**src/rtl/uart_mmio_ctrl.sv**
```systemverilog
// uart_mmio_ctrl
//   Memory-mapped CPU front end for the byte-level UART core. Bytes written by
//   the CPU are queued in a TX FIFO and handed to the core transmitter; bytes
//   from the core receiver are queued in an RX FIFO and read back by the CPU.
//   Register reads have one cycle of latency.
//
//   Register map (mmio_addr[3:2]):
//     0 STATUS  R/W1C  [0] tx_not_full [1] rx_not_empty [2] rx_overrun (sticky)
//                      [3] tx_drop (sticky) [11:8] rx_count [15:12] tx_count
//     1 RX_DATA RO     head byte; a read of a non-empty FIFO pops it
//     2 TX_DATA WO     pushes wdata[7:0]; dropped (tx_drop set) when full
//     3 CTRL    R/W    [0] rx_irq_en [1] tx_irq_en
//
// Ports:
//   clk, rst            clock, synchronous active-high reset
//   mmio_addr/we/re     CPU access (addr[1:0] ignored)
//   mmio_wdata          write data
//   mmio_rdata          registered read data, valid the cycle after mmio_re
//   core_tx_*           ready/valid byte stream towards the core transmitter
//   core_rx_*           ready/valid byte stream from the core receiver
//   irq                 level interrupt
module uart_mmio_ctrl #(
    parameter int RX_DEPTH = 4,
    parameter int TX_DEPTH = 4
) (
    input  logic        clk,
    input  logic        rst,
    input  logic [3:0]  mmio_addr,
    input  logic        mmio_we,
    input  logic        mmio_re,
    input  logic [31:0] mmio_wdata,
    output logic [31:0] mmio_rdata,
    output logic [7:0]  core_tx_data,
    output logic        core_tx_valid,
    input  logic        core_tx_ready,
    input  logic [7:0]  core_rx_data,
    input  logic        core_rx_valid,
    output logic        core_rx_ready,
    output logic        irq
);

    localparam int RX_AW = $clog2(RX_DEPTH);
    localparam int RX_CW = RX_AW + 1;
    localparam int TX_AW = $clog2(TX_DEPTH);
    localparam int TX_CW = TX_AW + 1;

    localparam logic [1:0] REG_STATUS  = 2'd0;
    localparam logic [1:0] REG_RX_DATA = 2'd1;
    localparam logic [1:0] REG_TX_DATA = 2'd2;
    localparam logic [1:0] REG_CTRL    = 2'd3;

    // FIFO storage and state
    logic [7:0]       rx_mem [RX_DEPTH];
    logic [RX_AW-1:0] rx_rd_ptr_reg, rx_wr_ptr_reg;
    logic [RX_CW-1:0] rx_count_reg, rx_count_next;

    logic [7:0]       tx_mem [TX_DEPTH];
    logic [TX_AW-1:0] tx_rd_ptr_reg, tx_wr_ptr_reg;
    logic [TX_CW-1:0] tx_count_reg, tx_count_next;

    logic             rx_overrun_reg, rx_overrun_next;
    logic             tx_drop_reg, tx_drop_next;
    logic [1:0]       ctrl_reg;
    logic [31:0]      rdata_reg, rdata_next;

    // Address decode
    logic [1:0] addr_sel;
    logic       wr_status, wr_tx_data, wr_ctrl, rd_rx_data;

    assign addr_sel   = mmio_addr[3:2];
    assign wr_status  = mmio_we & (addr_sel == REG_STATUS);
    assign wr_tx_data = mmio_we & (addr_sel == REG_TX_DATA) & ~rst;
    assign wr_ctrl    = mmio_we & (addr_sel == REG_CTRL);
    assign rd_rx_data = mmio_re & (addr_sel == REG_RX_DATA);

    // Low address bits and upper write-data bits carry no information here.
    logic unused_bits;
    assign unused_bits = ^{mmio_addr[1:0], mmio_wdata[31:8]};

    // RX path
    logic rx_empty, rx_full, rx_pop, rx_push, rx_overrun_set;

    assign rx_empty = (rx_count_reg == '0);
    assign rx_full  = (rx_count_reg == RX_CW'(RX_DEPTH));
    assign rx_pop   = rd_rx_data & ~rx_empty & ~rst;
    // A full FIFO still accepts a byte when the CPU frees a slot this cycle.
    assign rx_push        = core_rx_valid & ~rst & (~rx_full | rx_pop);
    assign rx_overrun_set = core_rx_valid & ~rst & rx_full & ~rx_pop;

    assign core_rx_ready = ~rst;

    // TX path
    logic tx_empty, tx_full, tx_pop, tx_push, tx_drop_set;

    assign tx_empty      = (tx_count_reg == '0);
    assign tx_full       = (tx_count_reg == TX_CW'(TX_DEPTH));
    assign core_tx_valid = ~rst & ~tx_empty;
    assign core_tx_data  = tx_mem[tx_rd_ptr_reg];
    assign tx_pop        = core_tx_valid & core_tx_ready;
    assign tx_push       = wr_tx_data & (~tx_full | tx_pop);
    assign tx_drop_set   = wr_tx_data & tx_full & ~tx_pop;

    always_comb begin
        rx_count_next = rx_count_reg;
        case ({rx_push, rx_pop})
            2'b10:   rx_count_next = rx_count_reg + 1'b1;
            2'b01:   rx_count_next = rx_count_reg - 1'b1;
            default: rx_count_next = rx_count_reg;
        endcase
    end

    always_comb begin
        tx_count_next = tx_count_reg;
        case ({tx_push, tx_pop})
            2'b10:   tx_count_next = tx_count_reg + 1'b1;
            2'b01:   tx_count_next = tx_count_reg - 1'b1;
            default: tx_count_next = tx_count_reg;
        endcase
    end

    // Sticky flags: a new event in the same cycle as a W1C clear wins, so no
    // event is ever lost.
    always_comb begin
        rx_overrun_next = rx_overrun_reg;
        tx_drop_next    = tx_drop_reg;
        if (wr_status && mmio_wdata[2]) begin
            rx_overrun_next = 1'b0;
        end
        if (wr_status && mmio_wdata[3]) begin
            tx_drop_next = 1'b0;
        end
        if (rx_overrun_set) begin
            rx_overrun_next = 1'b1;
        end
        if (tx_drop_set) begin
            tx_drop_next = 1'b1;
        end
    end

    // Read mux sees only pre-update state, so a simultaneous write is not
    // visible in the returned value.
    logic [31:0] status_word;

    always_comb begin
        status_word        = '0;
        status_word[0]     = ~tx_full;
        status_word[1]     = ~rx_empty;
        status_word[2]     = rx_overrun_reg;
        status_word[3]     = tx_drop_reg;
        status_word[11:8]  = 4'(rx_count_reg);
        status_word[15:12] = 4'(tx_count_reg);
    end

    always_comb begin
        rdata_next = rdata_reg;
        if (mmio_re) begin
            case (addr_sel)
                REG_STATUS:  rdata_next = status_word;
                REG_RX_DATA: rdata_next = rx_empty ? 32'd0 : {24'd0, rx_mem[rx_rd_ptr_reg]};
                REG_TX_DATA: rdata_next = 32'd0;
                default:     rdata_next = {30'd0, ctrl_reg};
            endcase
        end
    end

    // FIFO storage has no reset; validity is tracked by the counts.
    always_ff @(posedge clk) begin
        if (rx_push) begin
            rx_mem[rx_wr_ptr_reg] <= core_rx_data;
        end
        if (tx_push) begin
            tx_mem[tx_wr_ptr_reg] <= mmio_wdata[7:0];
        end
    end

    always_ff @(posedge clk) begin
        if (rst) begin
            rx_rd_ptr_reg  <= '0;
            rx_wr_ptr_reg  <= '0;
            rx_count_reg   <= '0;
            tx_rd_ptr_reg  <= '0;
            tx_wr_ptr_reg  <= '0;
            tx_count_reg   <= '0;
            rx_overrun_reg <= 1'b0;
            tx_drop_reg    <= 1'b0;
            ctrl_reg       <= 2'b00;
            rdata_reg      <= '0;
        end else begin
            // Pointers wrap naturally because depths are powers of two.
            if (rx_pop) begin
                rx_rd_ptr_reg <= rx_rd_ptr_reg + 1'b1;
            end
            if (rx_push) begin
                rx_wr_ptr_reg <= rx_wr_ptr_reg + 1'b1;
            end
            if (tx_pop) begin
                tx_rd_ptr_reg <= tx_rd_ptr_reg + 1'b1;
            end
            if (tx_push) begin
                tx_wr_ptr_reg <= tx_wr_ptr_reg + 1'b1;
            end
            rx_count_reg   <= rx_count_next;
            tx_count_reg   <= tx_count_next;
            rx_overrun_reg <= rx_overrun_next;
            tx_drop_reg    <= tx_drop_next;
            if (wr_ctrl) begin
                ctrl_reg <= mmio_wdata[1:0];
            end
            rdata_reg <= rdata_next;
        end
    end

    assign mmio_rdata = rdata_reg;

    // Built from registered state; gated so it reads 0 throughout reset.
    assign irq = ~rst & ((ctrl_reg[0] & ~rx_empty) | (ctrl_reg[1] & tx_empty));

endmodule

```
**config.mk**
```make
export PLATFORM = sky130hd
export DESIGN_NAME = uart_mmio_ctrl
export DESIGN_NICKNAME = d
export VERILOG_FILES = /design/src/rtl/uart_mmio_ctrl.sv
export SDC_FILE = /design/constraint.sdc
export NUM_CORES = 1
export LEC_CHECK = 0
export BUFFER_PORTS_ARGS = -buffer_cell sky130_fd_sc_hd__buf_2
export CAP_MARGIN = 10
export CORE_MARGIN = 3
export CORE_UTILIZATION = 58
export DETAILED_ROUTE_END_ITERATION = 16
export PLACE_DENSITY_LB_ADDON = 0.05
export SLEW_MARGIN = 20
export SYNTH_ARGS = -nofsm -noshare
export SYNTH_HDL_FRONTEND = slang
export SYNTH_SLANG_ARGS = --single-unit
export TNS_END_PERCENT = 1
```
**constraint.sdc**
```tcl
create_clock -name clk -period 5.75 [get_ports clk]
set_input_delay 1.15 -clock clk [delete_from_list [all_inputs] [get_ports clk]]
set_output_delay 1.15 -clock clk [all_outputs]
set_load 0.02 [all_outputs]
```
==> results.md, run 1 <==
- The total wire length is 7212 um.
- The count of state elements after synthesis is 100.
- In the finished design, the share of the clock period the worst path needs comes to 59.49%.
- Of the total synthesized cell area, the portion taken by AND, OR, NAND and NOR gates is 12.45%.
- For this design, the slowest cell found on the critical path is sky130_fd_sc_hd__buf_2.
- In this run the mean area of a mapped cell was 13.82 um2.
- The post-route non-filler standard cell count is 453.
- For this configuration, the core starts out at a cell density of 61.16%.
- The clock sink count is 100.
- The sequential element share of the synthesized area is 61.88%.
- In this run the static leakage power is 1.699 nW.
- The count of endpoints failing setup in the final report is 0.
- The slew at the pin with the worst max-slew slack is 0.7625 ns.
- The maximum vdd drop is 0.2675 mV.
- The initial antenna violation count was 0.
- After detailed routing, the number of vias per cell comes to 5.395.
- Of all cell types, the one taking the most synthesized area is sky130_fd_sc_hd__edfxtp_1.
- The kind of cell with the highest combined delay along the critical path is simple AND/OR/NAND/NOR gates.
- After synthesis, the largest area contributor takes up 45.00% of total cell area.
- The post-synthesis instance area is 4270 um2.
- The adder-cell share of the synthesized area is 3.282%.
- The worst min-delay path category is reg -> reg.
- The most frequently used flop master after synthesis is sky130_fd_sc_hd__edfxtp_1.
- The clock input transition at the sequential cells of the worst setup and hold paths is 0.10 ns.
- Buffers added to address setup during post-CTS repair amount to 0.
- The worst slew margin relative to its limit is 48.98%.
- The number of H-tree levels is 3.
- The buffers plus inverters on the worst setup path is 2.
- The source-to-sink clock delay at the later pin of the worst-skew pair is 0.36 ns.
- The number of buffers inserted by hold repair at cts is 0.
- The aggregate negative setup slack is 0 ns.
- On the worst path, the slowest cell contributes a delay of 0.56 ns.
- Global routing consumed, over all layers together, 18.27% of the routing resources.
- The synthesized netlist contains 52 unique library cells.
- The number of global-route vias before repair was 2390.
- The clock tree from TritonCTS is built.
- From synthesis to final layout, the design area changed by 9.991%.
- The die is 91.81 um tall.
- The port buffer count is 48.
- Buffers inserted during clock tree synthesis total 9.
- Entering global routing, the biggest net connects 44 pins.
- For the final database, setup skew stands at 0.007878 ns.
- At the end of the flow, the number of nets in the layout was 412.
- After synthesis, the cell types taking the most area are sky130_fd_sc_hd__edfxtp_1, sky130_fd_sc_hd__dfxtp_1, sky130_fd_sc_hd__mux4_2.
- The total power density per cell area is 290.9 nW/um2.
- The required time at the worst-slack endpoint is 6.01 ns.
- The iteration-0 DRC count of the detailed router is 154.
- The number of stages on the worst setup path is 8.
- The clock passes through at most 2 buffers.
- The die is 91.81 um wide.
- The worst hold margin is 0.4765 ns.
- Based on the critical path, the design can be clocked at up to 292.4 MHz.
- Data on the critical path arrives at its endpoint at 3.68 ns.
- The count of nets left with antenna violations once routing finished came out at 0.
- Setup repair after global routing left no endpoint under its margin.
- The minimum clock period is 3.421 ns.
- After Yosys synthesis, XOR and XNOR cells account for 1.641% of the synthesized area.
- sky130_fd_sc_hd__edfxtp_1 is the most common cell in the netlist.
- In this run the standard cell core region covers 6982 um2.
- Walking the worst path, the cells encountered are buf_2, and4bb_2, nor3_2, inv_1, fa_1, or3_1, and3_1, o31a_1.
- The number of cell instances on the worst register-to-register path is 7.
- CTS placed an instance of sky130_fd_sc_hd__clkbuf_8 at the clock tree root.
- The total of max-cap violations is 0.
- The first TritonRoute pass finished after 4 iterations.
- After detailed routing, the average wire length per cell comes to 15.92 um.
- In this run the worst path has a maximum fanout of 43.
- The total number of placement rows is 30.
- The wire length of the first global-routing pass is 11760 um.
- The hold violation count in the final report is 0.
- By count the netlist is led by sky130_fd_sc_hd__edfxtp_1, sky130_fd_sc_hd__dfxtp_1, sky130_fd_sc_hd__nor2_1.
- The endpoint class of the critical path is a register.
- The number of enable flip-flop cells after synthesis is 64.
- The HPWL after detailed placement is 4916 um.
- Cells with a size suffix above 1 make up 24.65% of the layout.
- Routability-driven placement finished with a final weighted congestion of 0.7781.
- The die covers 8428 um2.
- The number of gates resized after CTS was 0.
- The cell count after placement is 437.
- The number of warnings issued by yosys is 0.
- The number of top-level pins is 93.
- The leftover overflow at the end of global routing is 0.
- The startpoint type of the worst setup path is an input pin.
- The kind of critical path is in -> reg.
- For this run, design rule violations remaining after detail routing come to 0.
- The fraction of synthesis flops using an asynchronous set or reset pin is 0%.
- The proportion of synthesized area in mux cells is 9.903%.
- The final-layout fill cell count is 522.
- The run finished with clean final reports.
- The number of max-slew violations in the final report is 0.
- The gate count of the mapped netlist is 309.
- Summing over every cut layer, the via total after detailed routing is 2444.
- After synthesis, the largest family of logic cells by area is simple AND/OR/NAND/NOR gates.
- Along the worst hold path, the cell count comes to 2.
- The antenna diode count is 0.
- The complex-gate fraction of the synthesized area is 5.069%.
==> metal layers <==
metal / share of wire (%) / routed length, um / track usage [%]
met4: 1.2 / 83 / 6.436
met5: 0 / 0 / 0
met2: 47 / 3405 / 29.46
met1: 47 / 3421 / 24.35
met3: 4.2 / 301 / 4.512
==> power breakdown <==
group | internal, mW | switching [mW]
clock network | 0.208 | 0.255
logic | 0.0406 | 0.0704
registers | 0.780 | 0.0128
total | 1.03 | 0.338
==> cell usage in the layout, fill, tap and decap left out, types with 9 or more instances in the layout <==
| master | n |
|---|---|
| sky130_fd_sc_hd__clkbuf_8 | 9 |
| sky130_fd_sc_hd__edfxtp_1 | 64 |
| sky130_fd_sc_hd__dfxtp_1 | 36 |
| sky130_fd_sc_hd__nand3_1 | 11 |
| sky130_fd_sc_hd__nor2_1 | 33 |
| sky130_fd_sc_hd__mux4_2 | 16 |
| sky130_fd_sc_hd__conb_1 | 18 |
| sky130_fd_sc_hd__buf_2 | 48 |
| sky130_fd_sc_hd__nor2b_1 | 9 |
| sky130_fd_sc_hd__inv_1 | 10 |
==> area by class of cell <==
type	instances	area, um2	share of cell area (%)
well taps	96	120.1	2.557
flip-flops and latches	100	2643	56.26
multi-input cells	183	1449	30.85
clock inverters	7	83.83	1.785
inverters	10	37.54	0.7991
clock buffers	9	123.9	2.637
repair buffers	48	240.2	5.115
==> worst reg2reg max path: stages (launching register included) <==
cell                      delay, ns
sky130_fd_sc_hd__dfxtp_1       0.47
sky130_fd_sc_hd__nor3_1        0.18
sky130_fd_sc_hd__nor3_2        0.23
sky130_fd_sc_hd__inv_1         0.09
sky130_fd_sc_hd__fa_1          0.44
sky130_fd_sc_hd__or3_1         0.39
sky130_fd_sc_hd__and3_1        0.17
sky130_fd_sc_hd__o31a_1        0.26
==> final timing paths <==
kind	from	to	slack, ns
worst max-delay path	rst	tx_count_reg[2]	2.33
worst min-delay path	mmio_rdata[6]	mmio_rdata[6]	0.48
worst max register to register	tx_count_reg[2]	tx_count_reg[2]	3.42
worst min register to register	mmio_rdata[6]	mmio_rdata[6]	0.48
==> per-stage QoR <==
| step | power (mW) | utilization, % | setup slack (ns) | instance area (um2) |
|---|---|---|---|---|
| final | 1.367 | 67.28 | 2.329 | 4697 |
| after global routing | 1.423 | 67.28 | 2.140 | 4697 |
| after CTS | 1.378 | 67.28 | 2.331 | 4697 |
| after detailed placement | 0.9206 | 64.30 | 1.925 | 4489 |
| after global placement | 0.9179 | 64.30 | 1.977 | 4489 |
| after floorplan | 0.8954 | - | 2.537 | 4334 |
==> cell families after synthesis <==
| group | Yosys count |
|---|---|
| flip-flops | 100 |
| AND/OR/NAND/NOR | 95 |
| buffers and inverters | 43 |
| AO/OA/AOI/OAI | 30 |
| multiplexers | 22 |
| adder cells (fa/ha/maj) | 10 |
| XOR/XNOR | 8 |
| other | 1 |
Power figures use the tool's default switching activity.
==> run 2, diff against run 1 <==
--- a/config.mk
+++ b/config.mk
@@ -8,7 +8,7 @@
 export BUFFER_PORTS_ARGS = -buffer_cell sky130_fd_sc_hd__buf_2
 export CAP_MARGIN = 10
 export CORE_MARGIN = 3
-export CORE_UTILIZATION = 58
+export CORE_UTILIZATION = 54
 export DETAILED_ROUTE_END_ITERATION = 16
 export PLACE_DENSITY_LB_ADDON = 0.05
 export SLEW_MARGIN = 20
==> constraint.sdc (replaced) <==
create_clock -name clk -period 3.46 [get_ports clk]
set_input_delay 0.692 -clock clk [delete_from_list [all_inputs] [get_ports clk]]
set_output_delay 0.692 -clock clk [all_outputs]
set_load 0.02 [all_outputs]
==> results.md, run 2 (same netlist as run 1, synthesis figures left out) <==
- The final-layout fill cell count was 605 (+16%).
- The clock sink count is 100 (unchanged).
- The total power density per cell area is 472.4 nW/um2 (+62%).
- The starting density of the core is 57.34% (-3.8 points).
- The number of buffers inserted by hold repair at cts was 0 (unchanged).
- The maximum number of pins on one net before global-route repair is 26 (-41%).
- The capturing instance or port of the critical path is irq.
- The final routed DRC violation total is 0 (unchanged).
- The net switching power of the design came to 0.5743 mW (+70%).
- The peak per-stage delay on the critical path is 0.62 ns (+0.06 ns).
- The worst clock skew is 0.01273 ns (+0.004853 ns).
- The placeable core region is 7447 um2 (+6.7%).
- The endpoint of the most critical register-to-register path is tx_count_reg[2].
- The final design instance area without fill is 4713 um2 (+0.35%).
- The kind of critical path is reg -> out.
- The maximum achievable frequency is 386.9 MHz.
- The share of final-layout standard cells stronger than drive strength 1 was 25.28% (+0.63 points).
- The wire length of the first global-routing pass is 11890 um (+1.1%).
- The peak fanout along the critical path is 8 (-81%).
- The run finished with clean final reports.
- The number of nets in the layout was 415 (+0.73%).
- The final worst slack is 0.8756 ns (-1.454 ns).
- The cell sitting at the root of the clock tree is a sky130_fd_sc_hd__clkbuf_8.
- The aggregate negative setup slack is 0 ns (unchanged).
- The number of detailed-routing iterations run before antenna repair is 4 (unchanged).
- The source-to-sink clock delay at the later pin of the worst-skew pair is 0.37 ns (about the same).
- The leftover overflow at the end of global routing is 0 (unchanged).
- The worst slew margin relative to its limit came to 46.55% (-2.4 points).
- The maximum count of clock buffers along a single path was 2 (unchanged).
- The post-route non-filler standard cell count was 459 (+1.3%).
- The number of buffers added by the clock tree synthesis step is 9 (unchanged).
- The total number of placement rows is 31 (+3.3%).
- The worst hold margin is 0.4721 ns (-0.004402 ns).
- The power after layout is 2.227 mW (+63%).
- The antenna diode count is 0 (unchanged).
- The detail-routed net length per standard cell is 15.76 um (-1.0%).
- The data arrival time of the critical path is 1.89 ns (-1.79 ns).
- The routability congestion estimate from global placement is 0.7369 (-5.3%).
- The critical path starts at tx_count_reg[0].
- The end-of-flow core utilization came to 63.29% (-4.0 points).
- The die span in x is 94.93 um (+3.4%).
- The reported leakage power is 1.713 nW (+0.82%).
- The via-per-instance ratio is 5.316 (-1.5%).
- The number of global-route vias before repair came to 2416 (+1.1%).
- The maximum vdd drop is 0.2586 mV (-3.3%).
- The post-place setup slack is 0.5441 ns (-1.381 ns).
- The instance area at placement is 4516 um2 (+0.59%).
- The number of top-level pins is 93 (unchanged).
- The count of endpoints failing setup in the final report is 0 (unchanged).
- The vertical extent of the die is 94.93 um (+3.4%).
- The routed via count is 2440 (-0.16%).
- In the layout the commonest cells are sky130_fd_sc_hd__edfxtp_1, sky130_fd_sc_hd__buf_2, sky130_fd_sc_hd__dfxtp_1.
- The number of max-slew violations in the final report is 0 (unchanged).
- The clock input transition at the sequential cells of the worst setup and hold paths came to 0.10 ns (about the same).
- STA classifies the critical path startpoint as a register.
- The total wire length is 7233 um (+0.29%).
- The worst register-to-register path begins at tx_count_reg[0].
- TritonCTS built the clock tree.
- The slew at the pin with the worst max-slew slack is 0.7988 ns (+0.03627 ns).
- The total of max-cap violations was 0 (unchanged).
- The library cell contributing the largest single delay on the critical path is sky130_fd_sc_hd__nor3_1.
- The switching share of power is 25.79% (+1.1 points).
- The clock power share came to 32.4% (-1.5 points).
- The worst-case register-to-register setup slack is 1.12 ns (-2.30 ns).
- The number of cell instances on the worst register-to-register path came to 7 (unchanged).
- The fraction of power consumed by combinational cells is 8.5% (+0.4 points).
- The required time at the worst-slack endpoint is 2.77 ns (-3.24 ns).
- The port buffer count is 48 (unchanged).
- The hold violation count in the final report is 0 (unchanged).
- The sequential share of power is 59.2% (+1.2 points).
- The path class of the tightest hold or removal check is reg -> reg.
- Traced cell by cell, the critical path runs through nor3_1, a22oi_1, nor2_1, buf_2.
- The cell count after placement was 443 (+1.4%).
- The most common cell after layout, fill and taps aside is sky130_fd_sc_hd__edfxtp_1.
- The global router's overall resource usage was 17.90% (-0.37 points).
- The HPWL after detailed placement was 5138 um (+4.5%).
- The final clock period utilization by the worst path is 74.69%.
- The post-cts gate resize count is 0 (unchanged).
- The overall die area came to 9011 um2 (+6.9%).
- The worst setup path is captured at an output port.
- The iteration-0 DRC count of the detailed router came to 132 (-14%).
- The initial antenna violation count is 0 (unchanged).
- The number of H-tree levels is 3 (unchanged).
- Compared with the post-synthesis result, the final layout area differs by 10.37%.
- The buffers inserted during post-CTS setup optimization is 0 (unchanged).
- The minimum clock period is 2.584 ns.
- The final antenna-violating net count is 0 (unchanged).
- The cell internal power dissipation is 1.652 mW (+61%).
- Setup repair after global routing left no endpoint under its margin.
## run 2: cell types whose count changed in the layout (fill, tap and decap cells not counted)
cell	before	now
sky130_fd_sc_hd__clkinvlp_4	1	0
sky130_fd_sc_hd__inv_6	1	3
sky130_fd_sc_hd__clkinv_8	0	1
sky130_fd_sc_hd__bufinv_16	1	0
sky130_fd_sc_hd__buf_4	0	3
sky130_fd_sc_hd__inv_8	1	2
sky130_fd_sc_hd__clkinv_4	3	1
## run 2: layer usage
metal  global-route usage (%)  vias up  wire length, um
met4                    6.731        0              116
met2                    29.18       58             3558
met5                        0        -                0
met3                    4.940       11              371
met1                    22.88     1184             3187
li1                         -     1187                -
## run 2: cell type report
cell class                 instances  area [um2]  share of cell area (%)
multi-input combinational        183        1449                   30.74
clock inverter                     7       73.82                   1.566
clock buffer                       9       123.9                   2.628
timing repair buffer              51       262.8                   5.575
tap                               99       123.9                   2.628
sequential                       100        2643                   56.07
inverter                          10       37.54                  0.7964
## run 2: worst min path at each step
stage | startpoint | to | slack (ns) | depth (start not counted)
floorplan | tx_drop_reg | tx_drop_reg | 0.44 | 2
CTS | mmio_rdata[5] | mmio_rdata[5] | 0.47 | 2
global placement | mmio_rdata[5] | mmio_rdata[5] | 0.45 | 2
detailed placement | mmio_rdata[5] | mmio_rdata[5] | 0.46 | 2
global route | core_rx_data[7] | rx_mem[0][7] | 0.50 | 1
finish | mmio_rdata[4] | mmio_rdata[4] | 0.47 | 2
## run 2: worst max-delay path: cells and delay by family, from the launching register on
family          cells  cell delay, ns
flops               1            0.40
simple gates        2            0.76
buf+inv             1            0.18
compound gates      1            0.19
## run 2: power by group through the flow
stage | clock [mW] | sequential (mW) | combinational (mW)
finish | 0.721 | 1.32 | 0.188
CTS | 0.751 | 1.32 | 0.190
global route | 0.794 | 1.32 | 0.210
detailed placement | 0 | 1.35 | 0.189
global placement | 0 | 1.34 | 0.186
floorplan | 0 | 1.34 | 0.148
==> run 3, diff against run 2 <==
==> constraint.sdc (replaced) <==
create_clock -name clk -period 2.7 [get_ports clk]
set_input_delay 0.54 -clock clk [delete_from_list [all_inputs] [get_ports clk]]
set_output_delay 0.54 -clock clk [all_outputs]
set_load 0.02 [all_outputs]
==> results.md, run 3 (same netlist as run 1, synthesis figures left out) <==
- The flow ran to the end, and the final reports show no timing, DRC or antenna violations.
- The detail-routed net length per standard cell came to 16.18 um (+2.7%).
- The overall die area came to 9011 um2 (unchanged).
- The wire length of the first global-routing pass was 12250 um (+3.1%).
- The reported leakage power is 1.766 nW (+3.0%).
- The buffers inserted during post-CTS setup optimization is 0 (unchanged).
- The most common cell after layout, fill and taps aside is sky130_fd_sc_hd__edfxtp_1.
- For this design, the slowest cell found on the critical path is sky130_fd_sc_hd__dfxtp_1.
- The starting density of the core is 57.34% (unchanged).
- The total power density per cell area is 594.0 nW/um2 (+26%).
- The data arrival time of the critical path is 1.78 ns (-0.11 ns).
- STA classifies the critical path startpoint as a register.
- The maximum number of pins on one net before global-route repair is 25 (-3.8%).
- The instance area at placement is 4598 um2 (+1.8%).
- The final antenna-violating net count is 0 (unchanged).
- The worst min-delay path category is in -> reg.
- The peak fanout along the critical path is 8 (unchanged).
- The routed via count is 2484 (+1.8%).
- Setup repair after global routing left no endpoint under its margin.
- The via-per-instance ratio is 5.285 (-0.58%).
- The antenna diode count is 0 (unchanged).
- The number of max-slew violations in the final report is 0 (unchanged).
- The final clock period utilization by the worst path is 85.86%.
- The number of buffers added by the clock tree synthesis step is 9 (unchanged).
- The maximum vdd drop came to 0.3655 mV (+41%).
- The number of H-tree levels came to 3 (unchanged).
- The number of buffers inserted by hold repair at cts came to 0 (unchanged).
- The total of max-cap violations is 0 (unchanged).
- The end-of-flow core utilization is 64.38% (+1.1 points).
- The worst slew margin relative to its limit is 63.17% (+17 points).
- The post-cts gate resize count is 0 (unchanged).
- The maximum achievable frequency is 431.4 MHz.
- The port buffer count is 48 (unchanged).
- The critical path goes through mux4_2, buf_2.
- The number of cell instances on the worst register-to-register path is 7 (unchanged).
- The slew at the pin with the worst max-slew slack is 0.5517 ns (-0.2471 ns).
- The peak per-stage delay on the critical path came to 0.67 ns (+0.05 ns).
- The global router's overall resource usage is 18.28% (+0.38 points).
- The top cell types in the final layout, fill and taps aside, are sky130_fd_sc_hd__edfxtp_1, sky130_fd_sc_hd__buf_2, sky130_fd_sc_hd__dfxtp_1.
- The clock sink count is 100 (unchanged).
- The source-to-sink clock delay at the later pin of the worst-skew pair came to 0.37 ns (about the same).
- The final routed DRC violation total is 0 (unchanged).
- The routability congestion estimate from global placement is 0.7601 (+3.1%).
- The initial antenna violation count was 0 (unchanged).
- The cell depth of the worst hold path is 1 (-1).
- The total number of placement rows came to 31 (unchanged).
- The die span in x was 94.93 um (unchanged).
- The count of endpoints failing setup in the final report came to 0 (unchanged).
- Relative to the synthesized area, the layout overhead comes to 12.28%.
- The minimum clock period is 2.318 ns.
- The HPWL after detailed placement was 5330 um (+3.7%).
- The number of detailed-routing iterations run before antenna repair is 4 (unchanged).
- The final design instance area without fill is 4795 um2 (+1.7%).
- The number of global-route vias before repair is 2475 (+2.4%).
- The share of final-layout standard cells stronger than drive strength 1 is 27.76% (+2.5 points).
- The vertical extent of the die is 94.93 um (unchanged).
- The worst setup path is of the reg -> out kind.
- The leftover overflow at the end of global routing is 0 (unchanged).
- The aggregate negative setup slack was 0 ns (unchanged).
- The required time at the worst-slack endpoint is 2.16 ns (-0.61 ns).
- The total wire length was 7606 um (+5.2%).
- The endpoint class of the critical path is an output port.
- The number of top-level pins is 93 (unchanged).
- The placeable core region is 7447 um2 (unchanged).
- The cell at the root of the clock tree is sky130_fd_sc_hd__clkbuf_8.
- TritonCTS built the clock tree.
- The hold violation count in the final report was 0 (unchanged).
- The worst clock skew is 0.008788 ns (-0.003943 ns).
- The maximum count of clock buffers along a single path is 2 (unchanged).
- The number of nets in the layout is 426 (+2.7%).
- The clock input transition at the sequential cells of the worst setup and hold paths is 0.10 ns (about the same).
- The final-layout fill cell count was 581 (-4.0%).
- The iteration-0 DRC count of the detailed router came to 104 (-21%).
[run 3: cell types whose count changed in the layout (fill, tap and decap cells not counted), sizes merged]
cell	before	now
buf	51	62
clkinv	2	3
clkinvlp	0	1
inv	15	13
[run 3: layout make-up]
class / count / area, um2 / area share, %
Sequential cell: 100 / 2643 / 55.11
Timing Repair Buffer: 62 / 345.3 / 7.202
Inverter: 10 / 37.54 / 0.7829
Tap cell: 99 / 123.9 / 2.584
Clock inverter: 7 / 67.56 / 1.409
Clock buffer: 9 / 123.9 / 2.584
Multi-Input combinational cell: 183 / 1454 / 30.32
[run 3: metal layers]
layer	routed length, um	up-vias	global-route usage, %
met2	3796	52	30.42
met4	106	0	7.332
li1	-	1207	-
met3	357	8	4.064
met5	0	-	0
met1	3345	1217	23.27
[run 3: per-stage QoR]
stage / setup slack [ns] / total power [mW] / std cells / hold WS, ns
after global placement: 0.1462 / 1.967 / 454 / 0.4557
after detailed placement: 0.1078 / 1.974 / 454 / 0.4553
after global routing: 0.2399 / 2.962 / 470 / 0.3685
final: 0.3817 / 2.848 / 470 / 0.3785
after floorplan: 0.09725 / 1.907 / 326 / 0.4368
after CTS: 0.1532 / 2.879 / 470 / 0.3646
[run 3: worst max-delay path: cells and delay by family, from the launching register on]
kind | cells | cell delay [ns]
flops | 1 | 0.67
mux | 1 | 0.57
buf+inv | 1 | 0.17
[run 3: power breakdown]
group / internal (mW) / switching, mW / total [mW]
registers: 1.66 / 0.0260 / 1.69
clock network: 0.359 / 0.550 / 0.909
logic: 0.0963 / 0.156 / 0.252
total: 2.12 / 0.732 / 2.85
[run 3: path summary, 6_finish.rpt]
path                                       from              end  slack [ns]
worst max-delay path                   register  core_tx_data[0]        0.38
worst min-delay path            core_rx_data[2]     rx_mem[1][2]        0.38
worst max register to register  tx_count_reg[2]  tx_count_reg[2]        0.48
worst min register to register    mmio_rdata[5]    mmio_rdata[5]        0.47
